<file path="src/rtl/bram_rr_arbiter_if.sv">
// Requester-side and BRAM-side bus of the shared packet-buffer arbiter.
// The arbiter connects through the slave modport; the environment uses master.
interface bram_rr_arbiter_if #(
    parameter int NUM_REQ    = 4,
    parameter int DATA_WIDTH = 32,
    parameter int ADDR_WIDTH = 4
);
    localparam int ID_WIDTH = $clog2(NUM_REQ);

    logic [NUM_REQ-1:0]            wr_req;
    logic [NUM_REQ*ADDR_WIDTH-1:0] wr_addr;
    logic [NUM_REQ*DATA_WIDTH-1:0] wr_data;
    logic [NUM_REQ-1:0]            wr_gnt;
    logic [NUM_REQ-1:0]            rd_req;
    logic [NUM_REQ*ADDR_WIDTH-1:0] rd_addr;
    logic [NUM_REQ-1:0]            rd_gnt;
    logic                          rd_valid;
    logic [ID_WIDTH-1:0]           rd_id;
    logic [DATA_WIDTH-1:0]         rd_data;
    logic                          bram_we;
    logic [ADDR_WIDTH-1:0]         bram_waddr;
    logic [DATA_WIDTH-1:0]         bram_wdata;
    logic                          bram_re;
    logic [ADDR_WIDTH-1:0]         bram_raddr;
    logic [DATA_WIDTH-1:0]         bram_rdata;

    modport slave (
        input  wr_req, wr_addr, wr_data, rd_req, rd_addr, bram_rdata,
        output wr_gnt, rd_gnt, rd_valid, rd_id, rd_data,
               bram_we, bram_waddr, bram_wdata, bram_re, bram_raddr
    );

    modport master (
        output wr_req, wr_addr, wr_data, rd_req, rd_addr, bram_rdata,
        input  wr_gnt, rd_gnt, rd_valid, rd_id, rd_data,
               bram_we, bram_waddr, bram_wdata, bram_re, bram_raddr
    );
endinterface

</file>
<file path="src/rtl/bram_rr_arbiter.sv">
// Round-robin arbiter sharing one simple dual-port BRAM between NUM_REQ requesters.
// Optional write-first bypass on same-address collisions: BRAM_RR_ARBITER_WR_BYPASS_EN.
module bram_rr_arbiter #(
    parameter int NUM_REQ    = 4,
    parameter int DATA_WIDTH = 32,
    parameter int ADDR_WIDTH = 4
) (
    input  logic              clk,
    input  logic              rst,
    bram_rr_arbiter_if.slave  bus
);
    localparam int ID_WIDTH = $clog2(NUM_REQ);
    localparam int PW       = ID_WIDTH + 1;

    logic [ID_WIDTH-1:0]   wr_ptr, rd_ptr;
    logic [NUM_REQ-1:0]    wr_gnt_c, rd_gnt_c;
    logic [ID_WIDTH-1:0]   wr_idx, rd_idx;
    logic [ADDR_WIDTH-1:0] waddr_c, raddr_c;
    logic [DATA_WIDTH-1:0] wdata_c;
    logic                  rd_valid_q;
    logic [ID_WIDTH-1:0]   rd_id_q;

    // First requester found walking up from ptr, wrapping mod NUM_REQ.
    function automatic logic [NUM_REQ-1:0] rr_pick(input logic [NUM_REQ-1:0] req,
                                                   input logic [ID_WIDTH-1:0] ptr);
        logic [NUM_REQ-1:0] gnt;
        logic [PW-1:0]      pos;
        logic               found;
        gnt   = '0;
        found = 1'b0;
        for (int unsigned k = 0; k < NUM_REQ; k++) begin
            pos = {1'b0, ptr} + PW'(k);
            if (pos >= PW'(NUM_REQ))
                pos = pos - PW'(NUM_REQ);
            if (!found && req[pos[ID_WIDTH-1:0]]) begin
                gnt[pos[ID_WIDTH-1:0]] = 1'b1;
                found = 1'b1;
            end
        end
        return gnt;
    endfunction

    function automatic logic [ID_WIDTH-1:0] onehot_idx(input logic [NUM_REQ-1:0] oh);
        logic [ID_WIDTH-1:0] idx;
        idx = '0;
        for (int unsigned i = 0; i < NUM_REQ; i++)
            if (oh[i])
                idx = ID_WIDTH'(i);
        return idx;
    endfunction

    function automatic logic [ID_WIDTH-1:0] ptr_after(input logic [ID_WIDTH-1:0] idx);
        return (idx == ID_WIDTH'(NUM_REQ - 1)) ? '0 : idx + 1'b1;
    endfunction

    always_comb begin
        wr_gnt_c = rst ? '0 : rr_pick(bus.wr_req, wr_ptr);
        rd_gnt_c = rst ? '0 : rr_pick(bus.rd_req, rd_ptr);
        wr_idx   = onehot_idx(wr_gnt_c);
        rd_idx   = onehot_idx(rd_gnt_c);
    end

    always_comb begin
        waddr_c = '0;
        wdata_c = '0;
        raddr_c = '0;
        for (int unsigned i = 0; i < NUM_REQ; i++) begin
            if (wr_gnt_c[i]) begin
                waddr_c = bus.wr_addr[i*ADDR_WIDTH +: ADDR_WIDTH];
                wdata_c = bus.wr_data[i*DATA_WIDTH +: DATA_WIDTH];
            end
            if (rd_gnt_c[i])
                raddr_c = bus.rd_addr[i*ADDR_WIDTH +: ADDR_WIDTH];
        end
    end

    always_comb begin
        bus.wr_gnt     = wr_gnt_c;
        bus.rd_gnt     = rd_gnt_c;
        bus.bram_we    = |wr_gnt_c;
        bus.bram_waddr = waddr_c;
        bus.bram_wdata = wdata_c;
        bus.bram_re    = |rd_gnt_c;
        bus.bram_raddr = raddr_c;
        // Gated so a read granted just before reset never surfaces as valid.
        bus.rd_valid   = rd_valid_q & ~rst;
        bus.rd_id      = rd_id_q;
    end

    always_ff @(posedge clk) begin
        if (rst) begin
            wr_ptr     <= '0;
            rd_ptr     <= '0;
            rd_valid_q <= 1'b0;
            rd_id_q    <= '0;
        end else begin
            if (|wr_gnt_c)
                wr_ptr <= ptr_after(wr_idx);
            if (|rd_gnt_c) begin
                rd_ptr  <= ptr_after(rd_idx);
                rd_id_q <= rd_idx;
            end
            rd_valid_q <= |rd_gnt_c;
        end
    end

`ifdef BRAM_RR_ARBITER_WR_BYPASS_EN
    logic                  byp_q;
    logic [DATA_WIDTH-1:0] byp_data_q;

    always_ff @(posedge clk) begin
        if (rst) begin
            byp_q      <= 1'b0;
            byp_data_q <= '0;
        end else begin
            byp_q      <= (|wr_gnt_c) & (|rd_gnt_c) & (waddr_c == raddr_c);
            byp_data_q <= wdata_c;
        end
    end

    always_comb bus.rd_data = byp_q ? byp_data_q : bus.bram_rdata;
`else
    always_comb bus.rd_data = bus.bram_rdata;
`endif

endmodule
</file>
<file path="src/flat_wrapper.sv">
// flat-port wrapper written by rule: the top's interface ports become plain ports
module bram_rr_arbiter_flat 
#(
    parameter int NUM_REQ    = 4,
    parameter int DATA_WIDTH = 32,
    parameter int ADDR_WIDTH = 4
)
  (clk, rst, bus_wr_req, bus_wr_addr, bus_wr_data, bus_rd_req, bus_rd_addr, bus_bram_rdata, bus_wr_gnt, bus_rd_gnt, bus_rd_valid, bus_rd_id, bus_rd_data, bus_bram_we, bus_bram_waddr, bus_bram_wdata, bus_bram_re, bus_bram_raddr);
  bram_rr_arbiter_if #(.NUM_REQ(NUM_REQ), .DATA_WIDTH(DATA_WIDTH), .ADDR_WIDTH(ADDR_WIDTH)) bus_i ();
  input  logic clk;
  input  logic rst;
  input wire logic [$bits(bus_i.wr_req)-1:0] bus_wr_req;
  input wire logic [$bits(bus_i.wr_addr)-1:0] bus_wr_addr;
  input wire logic [$bits(bus_i.wr_data)-1:0] bus_wr_data;
  input wire logic [$bits(bus_i.rd_req)-1:0] bus_rd_req;
  input wire logic [$bits(bus_i.rd_addr)-1:0] bus_rd_addr;
  input wire logic [$bits(bus_i.bram_rdata)-1:0] bus_bram_rdata;
  output wire logic [$bits(bus_i.wr_gnt)-1:0] bus_wr_gnt;
  output wire logic [$bits(bus_i.rd_gnt)-1:0] bus_rd_gnt;
  output wire logic [$bits(bus_i.rd_valid)-1:0] bus_rd_valid;
  output wire logic [$bits(bus_i.rd_id)-1:0] bus_rd_id;
  output wire logic [$bits(bus_i.rd_data)-1:0] bus_rd_data;
  output wire logic [$bits(bus_i.bram_we)-1:0] bus_bram_we;
  output wire logic [$bits(bus_i.bram_waddr)-1:0] bus_bram_waddr;
  output wire logic [$bits(bus_i.bram_wdata)-1:0] bus_bram_wdata;
  output wire logic [$bits(bus_i.bram_re)-1:0] bus_bram_re;
  output wire logic [$bits(bus_i.bram_raddr)-1:0] bus_bram_raddr;
  assign bus_i.wr_req = bus_wr_req;
  assign bus_i.wr_addr = bus_wr_addr;
  assign bus_i.wr_data = bus_wr_data;
  assign bus_i.rd_req = bus_rd_req;
  assign bus_i.rd_addr = bus_rd_addr;
  assign bus_i.bram_rdata = bus_bram_rdata;
  assign bus_wr_gnt = bus_i.wr_gnt;
  assign bus_rd_gnt = bus_i.rd_gnt;
  assign bus_rd_valid = bus_i.rd_valid;
  assign bus_rd_id = bus_i.rd_id;
  assign bus_rd_data = bus_i.rd_data;
  assign bus_bram_we = bus_i.bram_we;
  assign bus_bram_waddr = bus_i.bram_waddr;
  assign bus_bram_wdata = bus_i.bram_wdata;
  assign bus_bram_re = bus_i.bram_re;
  assign bus_bram_raddr = bus_i.bram_raddr;
  bram_rr_arbiter #(.NUM_REQ(NUM_REQ), .DATA_WIDTH(DATA_WIDTH), .ADDR_WIDTH(ADDR_WIDTH)) u_core (.clk(clk), .rst(rst), .bus(bus_i));
endmodule
</file>
<file path="config.mk">
export PLATFORM = sky130hd
export DESIGN_NAME = bram_rr_arbiter_flat
export DESIGN_NICKNAME = d
export VERILOG_FILES = /design/src/rtl/bram_rr_arbiter_if.sv /design/src/rtl/bram_rr_arbiter.sv /design/src/flat_wrapper.sv
export SDC_FILE = /design/constraint.sdc
export NUM_CORES = 1
export LEC_CHECK = 0
export BUFFER_PORTS_ARGS = -buffer_cell sky130_fd_sc_hd__buf_2
export CORE_AREA = 2 2 110 112
export CTS_CLUSTER_DIAMETER = 60
export DETAILED_ROUTE_END_ITERATION = 10
export DIE_AREA = 0 0 112 114
export GPL_ROUTABILITY_DRIVEN = 0
export SLEW_MARGIN = 20
export SYNTH_ARGS = -nofsm -noshare
export SYNTH_HDL_FRONTEND = slang
export SYNTH_SLANG_ARGS = --single-unit
</file>
<file path="constraint.sdc">
create_clock -name clk -period 3.1 [get_ports clk]
set_clock_uncertainty 0.2 [all_clocks]
set_input_delay 0.31 -clock clk [delete_from_list [all_inputs] [get_ports clk]]
set_output_delay 0.31 -clock clk [all_outputs]
set_load 0.005 [all_outputs]
</file>
==> results.yml, run 1 <==
clock_tree:
  numClockSinks: 7
  htreeDepth: 1
  path_clk_slew_ns: 0.04
  cts_made_buffers: 3
  cts.path.max_buffers: 2
  insertion_delay_ns: 0.23
  ctsRootBufferMaster: "clkbuf_16"
  tritoncts: "yes"
placed_design:
  dp.cells: 709
  portBuffers: 222
  hpwl_mm: 9.62
  postPlaceCellArea_sq_um: 4040
  place_ws_ns: -0.245
layout:
  stdcell_count: 742
  post-route-util: 0.397
  post-route-cell-area_sq_um: 4650
  drive_gt1_frac: 0.631
  fill_cells: 1173
  area.growth.synth_to_final_pct: 66.3
  nets: 808
sta:
  setup_ws_ns: -0.440
  period_share: 1.14
  rsz0062_at_grt: "true"
  slew_viol_final: 0
  setup_viol: 42
  worst_pin_slew_ns: 0.409
  period_needed_ns: 3.54
  fmax_mhz: 282
  slew_headroom: 0.725
  finalHoldViolCount: 0
pwr:
  p_sw_mw: 1.89
  p_int_mw: 2.23
  p_seq_frac: 0.041
  pwr_density_cell_nw_per_um2: 885
  pwr-share-clk: 0.055
  power_mw: 4.12
  p_leak_nw: 2.13
  power_frac_comb: 0.903
  swShare: 0.460
  vdd_drop_max_mv: 0.497
synth:
  ys_types: 53
  ys_seq_elements: 7
  synth_top_area_cell: "a22oi_2"
  syn_area_sq_um: 2800
  ys_warn_count: 0
  synthFlopType: "dfxtp_1"
  synth_edf_count: 0
  async_flop_share: 0
  postSynthCellCount: 368
  synth.area.top_cells: "a22oi_2 (13%), nand3b_1 (9.9%), buf_4 (9.7%), a31oi_1 (8.1%), ha_1 (6.3%)"
  avgSynthCellArea_sq_um: 7.60
  yosysSeqAreaShare: 0.0501
  synth_top_area_share: 0.134
  synth_fp_nets: 584
detailed_routing:
  firstDrtPassIters: 4
  viasPerCell: 5.11
  wirelength_mm: 12.8
  num_vias: 3793
  drt_iter0_markers: 244
  wire_per_inst_um: 17.2
  postRouteAntennaNets: 0
  drc_errors: 0
run_status:
  status: "finished, violations left"
  violations: "negative setup slack"
global_route:
  antenna_found_initial: 4
  grt_pass1_vias: 3778
  grt_max_degree: 61
  overflow: 0
  grt_pass1_wl_mm: 18.7
  grt_util_all_layers: 0.178
floorplanning:
  start_util: 0.239
  ios: 287
  rows: 40
  die_h_um: 114
  die_w_um: 112
  coreArea_sq_um: 11700
  die_area_sq_um: 12800
worst_setup_path:
  critPathKind: "register to output pin"
  cp.required_ns: 2.59
  path_max_fanout: 8
  critPathArrivalTime_ns: 3.03
  end_kind: "output pin"
  cp-start-kind: "register"
worst_hold_path:
  hold_class: "register to register"
run:
  cap_viol_max_count: 0
==> layout by cell type (no fill, tap or decap), types with 3 or more instances in the layout <==
cell and instances:
nor2_1 42, a221oi_2 5, buf_4 35, a31oi_1 34
mux4_2 5, nor2b_1 8, o21ai_1 11, nor2_2 3
a21oi_1 4, mux2i_1 3, inv_4 3, buf_6 11
buf_12 5, nand2b_1 8, clkbuf_16 6, nand3b_1 37
buf_2 222, o21ai_0 5, inv_2 3, buf_16 3
dfxtp_1 3, inv_1 8, or3b_1 3, nand2_1 11
a22oi_2 35, o22ai_1 6, diode_2 4, ha_1 12
==> power groups by stage <==
stage / Combinational [mW] / Clock [mW] / Sequential, mW
finish: 3.72 / 0.228 / 0.171
global route: 4.02 / 0.233 / 0.175
CTS: 3.44 / 0.231 / 0.170
detailed placement: 3.01 / 0 / 0.167
global placement: 2.95 / 0 / 0.165
floorplan: 1.87 / 0 / 0.192
==> cells by family (layout without fill, tap and decap cells) <==
group / Yosys count / in the layout / synth area share
DFF: 7 / 7 / 0.0501
AOI/OAI and AO/OA: 131 / 131 / 0.393
adders and majority gates: 14 / 14 / 0.0626
buffers and inverters: 75 / 298 / 0.163
and+or+nand+nor: 131 / 131 / 0.272
other: 0 / 4 / 0
muxes: 10 / 10 / 0.0590
==> per-layer routing <==
layer  track usage  up-vias  share of wire
li1              -     1814              -
met3        0.0388       36          0.073
met4        0.0585        0          0.018
met2         0.330      152           0.53
met1         0.204     1791           0.38
met5             0        -              0
==> cell type report <==
cell class                 instances  area [sq um]  area share
clock buffer                       4          78.8      0.0169
inverter                          15          68.8      0.0148
timing repair buffer             279          1760       0.377
tap                              147           184      0.0395
multi-input combinational        286          2410       0.517
antenna                            4          10.0     0.00215
sequential                         7           150      0.0323
==> state kept, by name, indices dropped and copies added (netlist names) <==
register and cells:
u_core.bus.rd_id 2, u_core.rd_ptr 2, u_core.wr_ptr 2, u_core.rd_valid_q 1
==> critical path, cell delays in order, from the launching register on <==
cell       delay, ns
dfxtp_4         0.36
inv_6           0.04
ha_4            0.28
mux4_2          0.56
nand2b_4        0.11
o21ai_2         0.06
a211o_4         0.29
buf_6           0.13
nor3b_4         0.26
buf_4           0.17
clkbuf_16       0.15
a22oi_2         0.05
a31oi_1         0.19
buf_2           0.15
==> path summary, 6_finish.rpt <==
| kind | start | endpoint | slack [ns] | cells after the start |
|---|---|---|---|---|
| max reg2reg | u_core.wr_ptr[0] | u_core.wr_ptr[0] | 0.33 | 13 |
| max | u_core.wr_ptr[0] | bus_bram_wdata[22] | -0.44 | 13 |
| min | u_core.bus.rd_id[1] | u_core.bus.rd_id[1] | 0.31 | 2 |
| min reg2reg | u_core.bus.rd_id[1] | u_core.bus.rd_id[1] | 0.31 | 2 |
==> what timing repair did <==
item	in CTS	in global routing
pin swaps	20	34
resized for setup	34	21
setup endpoints to repair	43	46
buffers inserted	11	9
cloned	3	3
hold buffers	0	0
==> stage by stage <==
step                hold WS [ns]  TNS, ns
global placement           0.286    -3.47
floorplan                  0.287    -6.91
finish                     0.311   -14.05
detailed placement         0.291    -5.38
global route               0.335   -19.06
CTS                        0.307   -14.18
==> synthesized netlist by cell type, types with 2 or more instances <==
library cell,instances
o22ai_1,6
ha_1,14
inv_1,11
o21ai_1,10
nor2_1,46
a311oi_1,2
nand3b_1,37
a21oi_1,5
o21ai_0,7
nor3b_1,3
nand3_1,2
mux2_2,2
a22oi_2,30
nor3_1,3
nor2b_1,10
or3b_1,3
a21boi_1,2
mux4_2,5
buf_2,2
buf_4,36
a31oi_1,36
buf_6,5
inv_2,4
nand2b_1,9
nand2_1,11
a221oi_1,6
mux2i_1,3
clkbuf_1,17
dfxtp_1,7
a211oi_1,4
a22o_1,2
a22oi_1,6
o31ai_1,2
No activity file was read; power rests on OpenSTA's default activity.
==> inputs of run 2 (changes only) <==
CORE_AREA = 2 2 113 115   (was 2 2 110 112)
DIE_AREA = 0 0 115 117   (was 0 0 112 114)
clock period = 4.14 ns   (was 3.1 ns; I/O delays follow)
==> results.yml, run 2 (synthesized netlist as in run 1, its figures left out) <==
run_status:
  status: "completed"
placed_design:
  hpwl_mm: 9.76
  portBuffers: 222
  place_ws_ns: 0.473
sta:
  slew_headroom: 0.638
  final.setup.tns_ns: 0
  setup_ws_ns: 0.202
  worst_pin_slew_ns: 0.542
  slew_viol_final: 0
  rsz0062_at_grt: "false"
  period_share: 0.951
  fmax_mhz: 254
  finalHoldViolCount: 0
  period_needed_ns: 3.94
  setup_viol: 0
global_route:
  grt_pass1_wl_mm: 16.6
  grt_pass1_vias: 3187
  overflow: 0
  grt_util_all_layers: 0.154
  antenna_found_initial: 4
  grt_max_degree: 68
worst_setup_path:
  reg2reg_depth: 10
  r2r-end: "u_core.rd_valid_q"
  path_max_fanout: 33
  endpoint: "bus_bram_waddr[0]"
  r2r_start: "u_core.rd_ptr[1]"
  critPathArrivalTime_ns: 3.32
  critPathKind: "register to output pin"
  end_kind: "output pin"
  r2r_slack_ns: 1.19
  cp-start-kind: "register"
  cp.required_ns: 3.53
  critical_path.startpoint: "u_core.wr_ptr[1]"
detailed_routing:
  wire_per_inst_um: 16.8
  wirelength_mm: 11.8
  postRouteAntennaNets: 0
  firstDrtPassIters: 5
  viasPerCell: 5.01
  drt_iter0_markers: 171
  drc_errors: 0
  num_vias: 3517
clock_tree:
  path_clk_slew_ns: 0.04
  ctsRootBufferMaster: "clkbuf_16"
  insertion_delay_ns: 0.23
  hold_buffers: 0
  post-cts-setup-buffer-count: 0
  htreeDepth: 1
  cts_resized: 0
  cts.path.max_buffers: 2
  numClockSinks: 7
  tritoncts: "yes"
  cts_made_buffers: 3
floorplanning:
  rows: 41
  start_util: 0.227
  die_h_um: 117
  ios: 287
  die_area_sq_um: 13500
  coreArea_sq_um: 12300
  die_w_um: 115
pwr:
  vdd_drop_max_mv: 0.333
  power_mw: 2.32
  p_leak_nw: 1.82
  pwr_density_cell_nw_per_um2: 591
layout:
  final_common_cell: "buf_2"
  drive_gt1_frac: 0.530
  final_cell_mix: "buf_2 (222), nor2_1 (46), nand3b_1 (37)"
  nets: 766
  area.growth.synth_to_final_pct: 40.6
worst_hold_path:
  hold_class: "register to register"
run:
  cap_viol_max_count: 0
run 2: cell count changes in the layout (fill, tap and decap cells not counted), sizes merged:
cell / previous run / this run
diode: 4 / 3
clkbuf: 7 / 4
buf: 276 / 237
run 2: worst min path at each step:
stage / endpoint / cells after the start / from / slack [ns]
CTS: u_core.bus.rd_id[1] / 2 / u_core.bus.rd_id[1] / 0.31
finish: u_core.bus.rd_id[1] / 2 / u_core.bus.rd_id[1] / 0.31
global placement: u_core.bus.rd_id[1] / 2 / u_core.bus.rd_id[1] / 0.28
floorplan: u_core.bus.rd_id[1] / 2 / u_core.bus.rd_id[1] / 0.29
global route: u_core.bus.rd_id[1] / 2 / u_core.bus.rd_id[1] / 0.36
detailed placement: u_core.bus.rd_id[1] / 2 / u_core.bus.rd_id[1] / 0.28
run 2: critical path, cell delays in order, from the launching register on:
cell and delay [ns]:
dfxtp_1 0.31, inv_1 0.08, ha_1 0.43, mux4_2 0.59
a211oi_4 0.33, a221o_2 0.36, nor3b_4 0.27, buf_12 0.26
a22oi_1 0.13, a31oi_1 0.18, buf_2 0.13
run 2: cell type report:
class                      instances  area, sq um
fill                            1396         8380
multi-input combinational        286         2200
timing repair buffer             237         1260
tap                              150          188
sequential                         7          140
clock buffer                       4         78.8
inverter                          15         56.3
antenna                            3         7.51
run 2: routing by layer:
metal | part of all wire | track usage | up-vias
met5 | 0.0011 | 0 | -
met1 | 0.41 | 0.196 | 1584
li1 | - | - | 1729
met3 | 0.077 | 0.0340 | 20
met2 | 0.49 | 0.265 | 182
met4 | 0.022 | 0.0410 | 2
run 2: stage by stage:
stage | std cells | util | hold WS (ns) | area (sq um)
2_1_floorplan | 368 | - | 0.287 | 2800
3_3_place_gp | 695 | 0.312 | 0.284 | 3850
3_5_place_dp | 695 | 0.312 | 0.283 | 3850
4_1_cts | 699 | 0.319 | 0.307 | 3930
5_1_grt | 701 | 0.319 | 0.363 | 3930
6_report | 702 | 0.319 | 0.312 | 3930
run 2: report_power, final:
part           leakage [nW]  internal [mW]  switching (mW)
clock                0.0382          0.128          0.0368
sequential           0.0582         0.0993          0.0140
combinational          1.72          0.943            1.10
total                  1.82           1.17            1.15
